--- src/rtl/exp_frac_combine.sv ---
// Sequential exp(x) evaluator: LUT integer part times a Horner Taylor series of the fraction.
// Define EXP_ROUND_EN to round the final Q14.18 product half-up instead of truncating.
module exp_frac_combine #(
  parameter int TERMS = 6
) (
  input  logic               clk,
  input  logic               rst_n,
  input  logic               in_valid,
  output logic               in_ready,
  input  logic signed [15:0] in_x,
  output logic        [5:0]  lut_int_part,
  input  logic        [31:0] lut_exp_int,
  output logic               out_valid,
  input  logic               out_ready,
  output logic        [31:0] out_y,
  output logic               out_ovf
);

  localparam logic [2:0] IDLE = 3'd0;
  localparam logic [2:0] LOAD = 3'd1;
  localparam logic [2:0] POLY = 3'd2;
  localparam logic [2:0] MUL  = 3'd3;
  localparam logic [2:0] DONE = 3'd4;

  localparam logic [19:0] ONE_Q18 = 20'd262144;

  logic [2:0]  state_q, state_d;
  logic [5:0]  lut_int_part_q, lut_int_part_d;
  logic [17:0] f_q, f_d;
  logic [19:0] acc_q, acc_d;
  logic [3:0]  k_q, k_d;
  logic [31:0] exp_int_q, exp_int_d;
  logic        lut_sat_q, lut_sat_d;
  logic [31:0] out_y_q, out_y_d;
  logic        out_ovf_q, out_ovf_d;

  // 1/k in Q0.18
  function automatic logic [18:0] recip(input logic [3:0] k);
    case (k)
      4'd1:    recip = 19'd262144;
      4'd2:    recip = 19'd131072;
      4'd3:    recip = 19'd87381;
      4'd4:    recip = 19'd65536;
      4'd5:    recip = 19'd52429;
      4'd6:    recip = 19'd43691;
      4'd7:    recip = 19'd37449;
      4'd8:    recip = 19'd32768;
      default: recip = 19'd0;
    endcase
  endfunction

  function automatic logic [19:0] horner_step(input logic [19:0] acc,
                                              input logic [17:0] f,
                                              input logic [3:0]  k);
    logic [37:0] af;
    logic [19:0] t1;
    logic [38:0] tr;
    af = {18'b0, acc} * {20'b0, f};
    t1 = 20'(af >> 18);
    tr = {19'b0, t1} * {20'b0, recip(k)};
    horner_step = ONE_Q18 + 20'(tr >> 18);
  endfunction

  // Returns {ovf, y}; a saturated LUT entry or a product beyond 32 bits clamps to all-ones.
  function automatic logic [32:0] sat_mul(input logic [31:0] exp_int,
                                          input logic [19:0] acc,
                                          input logic        sat);
    logic [51:0] p;
    logic [52:0] pr;
    logic [34:0] r;
    p = {20'b0, exp_int} * {32'b0, acc};
`ifdef EXP_ROUND_EN
    pr = {1'b0, p} + 53'd131072;
`else
    pr = {1'b0, p};
`endif
    r = 35'(pr >> 18);
    if (sat || (|r[34:32])) sat_mul = {1'b1, 32'hFFFF_FFFF};
    else                    sat_mul = {1'b0, r[31:0]};
  endfunction

  always_comb begin
    state_d        = state_q;
    lut_int_part_d = lut_int_part_q;
    f_d            = f_q;
    acc_d          = acc_q;
    k_d            = k_q;
    exp_int_d      = exp_int_q;
    lut_sat_d      = lut_sat_q;
    out_y_d        = out_y_q;
    out_ovf_d      = out_ovf_q;
    case (state_q)
      IDLE: begin
        if (in_valid) begin
          lut_int_part_d = in_x[15:10];
          f_d            = {in_x[9:0], 8'b0};
          acc_d          = ONE_Q18;
          k_d            = 4'(TERMS);
          state_d        = LOAD;
        end
      end
      LOAD: begin
        exp_int_d = lut_exp_int;
        lut_sat_d = (lut_exp_int == 32'hFFFF_FFFF);
        state_d   = POLY;
      end
      POLY: begin
        acc_d = horner_step(acc_q, f_q, k_q);
        k_d   = k_q - 4'd1;
        if (k_q == 4'd1) state_d = MUL;
      end
      MUL: begin
        {out_ovf_d, out_y_d} = sat_mul(exp_int_q, acc_q, lut_sat_q);
        state_d = DONE;
      end
      DONE: begin
        if (out_ready) state_d = IDLE;
      end
      default: state_d = IDLE;
    endcase
  end

  always_ff @(posedge clk or negedge rst_n) begin
    if (!rst_n) begin
      state_q        <= IDLE;
      lut_int_part_q <= '0;
      f_q            <= '0;
      acc_q          <= '0;
      k_q            <= '0;
      exp_int_q      <= '0;
      lut_sat_q      <= 1'b0;
      out_y_q        <= '0;
      out_ovf_q      <= 1'b0;
    end else begin
      state_q        <= state_d;
      lut_int_part_q <= lut_int_part_d;
      f_q            <= f_d;
      acc_q          <= acc_d;
      k_q            <= k_d;
      exp_int_q      <= exp_int_d;
      lut_sat_q      <= lut_sat_d;
      out_y_q        <= out_y_d;
      out_ovf_q      <= out_ovf_d;
    end
  end

  assign in_ready     = (state_q == IDLE);
  assign out_valid    = (state_q == DONE);
  assign lut_int_part = lut_int_part_q;
  assign out_y        = out_y_q;
  assign out_ovf      = out_ovf_q;

endmodule
--- config.mk ---
export PLATFORM = sky130hd
export DESIGN_NAME = exp_frac_combine
export DESIGN_NICKNAME = d
export VERILOG_FILES = /design/src/rtl/exp_frac_combine.sv
export SDC_FILE = /design/constraint.sdc
export NUM_CORES = 2
export LEC_CHECK = 0
export CAP_MARGIN = 40
export CORE_MARGIN = 3
export CORE_UTILIZATION = 45
export DETAILED_ROUTE_END_ITERATION = 10
export GPL_ROUTABILITY_DRIVEN = 0
export SLEW_MARGIN = 20
export SYNTH_ARGS = -nofsm -noshare
export SYNTH_HDL_FRONTEND = slang
export SYNTH_SLANG_ARGS = --single-unit
--- constraint.sdc ---
create_clock -name clk -period 18.1 [get_ports clk]
set_input_delay 1.81 -clock clk [delete_from_list [all_inputs] [get_ports clk]]
set_output_delay 1.81 -clock clk [all_outputs]
set_load 0.005 [all_outputs]
== Yosys cells after proc, flatten, opt, wreduce, memory -nomap -nowiden ==
Memories as Yosys holds them, arrays and structs flattened.
Index checks and enable logic that the tools add are counted.

* Flip-flop bits (word level): 109
* Bits in latches: 0
* Bits in writable memories: 0
* ROM bits: 304
* Bits of input ports: 52
* Output and inout port bits: 41
* Logic and storage cells: 41
* Memories: 1

{| class="wikitable"
|+ Memory list
! name !! words !! width !! read ports !! clocked after memory_dff !! wr ports !! line !! RTL
|-
| (no name shown) || 16 || 19 || 1 || 0 || 0 || 39 || <nowiki>case (k)</nowiki>
|}

* $add $sub $neg: 2
* $mul: 3
* Div/mod/pow operators: 0
* $lt $le $gt $ge: 0
* Equality and inequality tests: 9
* Shift operators: 0
* Mux-type cells: 10
* Bitwise gates (word level): 0
* Reductions and logical operators: 7

{| class="wikitable"
|+ Operator list
! kind !! number
|-
| 32-bit by 20-bit multiplier with 52-bit output || 1
|-
| 20-bit case mux with 2 select lines || 1
|-
| 20-bit by 19-bit multiplier with 38-bit output || 1
|-
| 33-bit 2-to-1 mux || 1
|-
| 32-bit equality test (second input constant) || 1
|-
| 20-bit by 10-bit multiplier with 30-bit output || 1
|-
| 19-bit by 20-bit adder with 20-bit output (first input constant) || 1
|-
| 20-bit 2-to-1 mux || 1
|-
| 19-bit 2-to-1 mux || 1
|-
| 3-bit case mux with 5 select lines || 1
|-
| 3-bit 2-to-1 mux || 3
|-
| 4-bit case mux with 2 select lines || 1
|-
| 3-bit by 2-bit equality test with 1-bit output (second input constant) || 2
|-
| 4-bit by 1-bit equality test with 1-bit output (second input constant) || 1
|-
| 4-bit 2-to-1 mux || 1
|-
| 2-bit inequality test (second input constant) || 2
|-
| 2-bit AND reduction || 2
|-
| 4-bit by 1-bit subtractor with 4-bit output (second input constant) || 1
|-
| 3-bit by 1-bit equality test with 1-bit output (second input constant) || 1
|-
| 3-bit equality test (second input constant) || 1
|-
| 3-bit zero test || 1
|-
| 3-bit AND reduction || 1
|-
| 2-bit by 1-bit inequality test with 1-bit output (second input constant) || 1
|-
| 2-bit nonzero test || 1
|-
| 2 further kinds || 2
|}

== Depth between registers and ports, before layout ==
* Depth after elaboration: 5
* Mapped depth: 51
* Depth with buffers taken out: 48

== Least setup slack after synthesis ==
Ideal clock, no wire load.

* Kind: flip-flop to flip-flop
* From: register acc_q[6]
* To: register acc_q[19]
* Setup time: 0.069 ns
* Arrival time: 12.491 ns
* Data required time: 18.031 ns
* Setup slack: 5.540 ns
* Cell stages (with the launch flop): 50
* Buffers on the path: 2
* Period minus slack after synthesis: 12.560 ns
* Cell sequence: dfrtp_1 clkbuf_1 clkbuf_1 nand2_1 fa_1 inv_1 fa_1 inv_1 fa_1 inv_1 fa_1 inv_1 fa_1 inv_1 ha_1 a21o_1 a31o_1 a2111oi_1 [14 not listed] fa_1 fa_1 inv_1 fa_1 inv_1 ha_1 o21ai_1 a21oi_1 a221oi_2 o21ai_1 a311o_1 a41oi_4 o21ai_4 a31o_4 a21o_4 mux2_4 or4_1 nand3_1

* Word-level cells in the longest chain between the ends: 4

{| class="wikitable"
|+ RTL lines
! what !! line !! RTL
|-
| from (decl) || 30 || <nowiki>logic [19:0] acc_q, acc_d;</nowiki>
|-
| from (signal assigned) || 128 || <nowiki>acc_q <= '0;</nowiki>
|-
| from (signal assigned) || 138 || <nowiki>acc_q <= acc_d;</nowiki>
|-
| 20-bit by 10-bit multiplier with 30-bit output || 58 || <nowiki>af = {18'b0, acc} * {20'b0, f};</nowiki>
|-
| 20-bit by 19-bit multiplier with 38-bit output || 60 || <nowiki>tr = {19'b0, t1} * {20'b0, recip(k)};</nowiki>
|-
| 19-bit by 20-bit adder with 20-bit output || 61 || <nowiki>horner_step = ONE_Q18 + 20'(tr >> 18);</nowiki>
|-
| 20-bit case mux with 2 select lines || 92 || <nowiki>case (state_q)</nowiki>
|}

Every way passes these cells.
A chain may end at the register's enable or synchronous reset.

== Final worst setup path ==
* From: register f_q[9]
* To: register acc_q[19]

* Word-level cells in the longest chain between the ends: 4

{| class="wikitable"
|+ RTL lines
! what !! line !! RTL
|-
| from (decl) || 29 || <nowiki>logic [17:0] f_q, f_d;</nowiki>
|-
| from (signal assigned) || 127 || <nowiki>f_q <= '0;</nowiki>
|-
| from (signal assigned) || 137 || <nowiki>f_q <= f_d;</nowiki>
|-
| 20-bit by 10-bit multiplier with 30-bit output || 58 ||
|-
| 20-bit by 19-bit multiplier with 38-bit output || 60 ||
|-
| 19-bit by 20-bit adder with 20-bit output || 61 ||
|-
| 20-bit case mux with 2 select lines || 92 ||
|}

Every way passes these cells.

==> flow_summary.yaml <==
routing:
  num_vias: 28990
  dr.pass1.iters: 5
  drt-total-wl_um: 107200
  via_per_inst: 5.177
  drc: 0
  drtIter0Drc: 1666
  wl_per_cell_um: 19.14
  postRouteAntennaNets: 0
timing:
  fin_crit_sh_pct: 76.62
  slew_violations: 0
  skew_ps: 23.75
  setup_viol: 0
  worst_slew_pin_slew_ps: 906.0
  slew_headroom_pct: 39.60
  period_minus_slack_ps: 13870
  rsz0062_at_grt: "false"
  hold_viol_final: 0
  max_freq_ghz: 0.07211
  setup_tns_ps: 0
placement:
  io_buffers: 92
  dpl.hpwl_um: 86210
die:
  io_pins: 93
  die_h_um: 306.9
  start_util_pct: 45.76
  rows: 109
  dieArea_um2: 94210
  die_x_um: 306.9
  core_region_area_um2: 89060
clocking:
  cts.path.max_buffers: 2
  cts_hold_buffers: 0
  numCtsBuffers: 9
  post_cts_buffers: 0
  cts-resized-gates: 0
  cts_tree: "done"
  cts-root-buf: "clkbuf_16"
  cts_max_level: 3
  cts_sinks: 109
  clk_latency_ps: 430
  path_clk_slew_ps: 100
synthesis:
  synth.avg_cell_area_um2: 9.127
  syn_area_um2: 40750
  synthTopCellsByArea: "fa_1 (48%), ha_1 (11%), inv_1 (10%)"
  yosys_warnings: 0
  synthFlopType: "dfrtp_1"
  yosysTopAreaCellShare_pct: 47.89
  ys_seq_area_share_pct: 6.693
  ys_types: 74
  synth_edf_count: 0
  synthArstFlopShare_pct: 100.0
  syn_nets: 5840
  syn_inst: 4465
  ys_ff_latch: 109
  yosys.area.top_type: "fa_1"
min_path:
  hp-class: "flop to flop"
critical_path:
  critPathMaxStageDelay_ps: 840
  cp.arrival_ps: 14230
  startpoint_type: "flop"
  critPathCaptureType: "flop"
  cp_max_fo: 21
  cp.required_ps: 18460
  critPathMostFrequentCell: "fa_1"
  crit_type: "flop to flop"
  crit_slowest_cell: "dfrtp_1"
job:
  maxCapViolCount: 0
layout:
  drive_gt1_share_pct: 4.015
  utilization_pct: 48.70
  final_nets: 5803
  syn_to_final_growth_pct: 6.420
grt:
  grt_max_degree: 59
  track_usage_pct: 24.07
  grt-ovfl-total: 0
  grt_pass1_vias: 31780
  antenna_found_initial: 0
  grt_pass1_wl_um: 175600
status:
  outcome: "completed"
flip-flops by register name (all words and copies together), names as in the netlist:
signal and flops:
state_q 3, acc_q 20, f_q 10, lut_int_part 6, out_y 32, exp_int_q 32
k_q 4, out_ovf 1, lut_sat_q 1
cell usage after synthesis, types with 3 or more instances:
library cell and n:
and2_1 295, a31oi_1 7, o211ai_1 3, mux2i_1 5
o22ai_1 11, nand2_1 760, nand3_1 14, nor4_1 3
or2_2 3, xnor2_1 58, o21ai_0 27, nand4_1 18
inv_1 1102, and4_1 6, o22a_1 31, o21ai_1 8
o21bai_1 11, fa_1 975, a21oi_1 66, nor2_1 151
nor3_1 14, clkbuf_1 214, a21o_1 46, nor2b_1 8
buf_2 3, o21a_1 8, dfrtp_1 109, and3_1 7
ha_1 348, mux2_2 48, nand2b_1 7, a211oi_1 6
xor2_1 36, buf_1 6
layout by cell type, fill, tap and decap left out, types with 4 or more instances in the layout:
master and n:
inv_1 1102, fa_1 975, nand2_1 760, ha_1 348, and2_1 294, nor2_1 151
dfrtp_1 109, clkdlybuf4s50_1 91, buf_4 65, a21oi_1 64, xnor2_1 58, mux2_2 48
a21o_1 46, xor2_1 36, o22a_1 31, o21ai_0 26, nand4_1 18, nand3_1 14
nor3_1 13, o21bai_1 11, o22ai_1 11, o21ai_1 9, clkbuf_16 9, o21a_1 8
nor2b_1 8, nand2b_1 7, and3_1 7, buf_8 7, and4_1 6, a211oi_1 6
a31oi_1 6, buf_6 5, mux2i_1 4
through the flow:
stage / area [um2] / instances / hold WS, ps / setup slack [ps]
6_report: 43370 / 5600 / 498.3 / 4232
5_1_grt: 43370 / 5598 / 524.6 / 3471
4_1_cts: 43270 / 5589 / 503.7 / 4065
3_5_place_dp: 42970 / 5573 / 482.7 / 4101
3_3_place_gp: 42780 / 5558 / 470.1 / 4271
2_1_floorplan: 40750 / 4465 / 479.8 / 5540
logic make-up after synthesis:
family,after synthesis,share of synthesized area [%]
xor+xnor,97,2.168
simple gates,1297,14.32
fa+ha+maj,1323,58.58
flops,109,6.693
buf+inv,1326,12.22
mux,54,1.486
compound gates,259,4.538
metal layers:
layer | GRT usage, % | vias to the layer above | routed length (um)
li1 | - | 12920 | -
met1 | 32.34 | 15080 | 45270
met2 | 40.11 | 845 | 51620
met3 | 4.642 | 143 | 7360
met4 | 6.439 | 0 | 2953
met5 | 0 | - | 0
path summary, 6_finish.rpt:
path                            from           end  slack, ps  depth (start not counted)
max                           f_q[9]     acc_q[19]       4230                         48
min in group asynchronous      rst_n     out_y[25]       1340                          1
min                        acc_q[13]     acc_q[13]        500                          2
max in group asynchronous      rst_n  exp_int_q[2]      15740                          3
max reg2reg                   f_q[9]     acc_q[19]       4230                         48
min reg2reg                acc_q[13]     acc_q[13]        500                          2
layout make-up:
cell class | instances | area, um2
diodes | 2 | 5.005
inverters | 1103 | 4140
fillers | 8509 | 45690
clock buffers | 10 | 239.0
flip-flops and latches | 109 | 2728
repair buffers | 175 | 1648
multi-input cells | 3030 | 33090
clock inverters | 6 | 63.81
well taps | 1165 | 1458
worst max-delay path, delay by kind of cell, from the launching register on:
kind,cells,cell delay [ps]
XOR/XNOR,1,650
buffers and inverters,11,820
adder cells (fa/ha/maj),13,5900
flip-flops,1,840
AO/OA/AOI/OAI,15,3650
AND/OR/NAND/NOR,7,1620
multiplexers,1,300
Power is not shown: default switching activity piles up to over one toggle a cycle in this logic, so the estimate is an artifact.
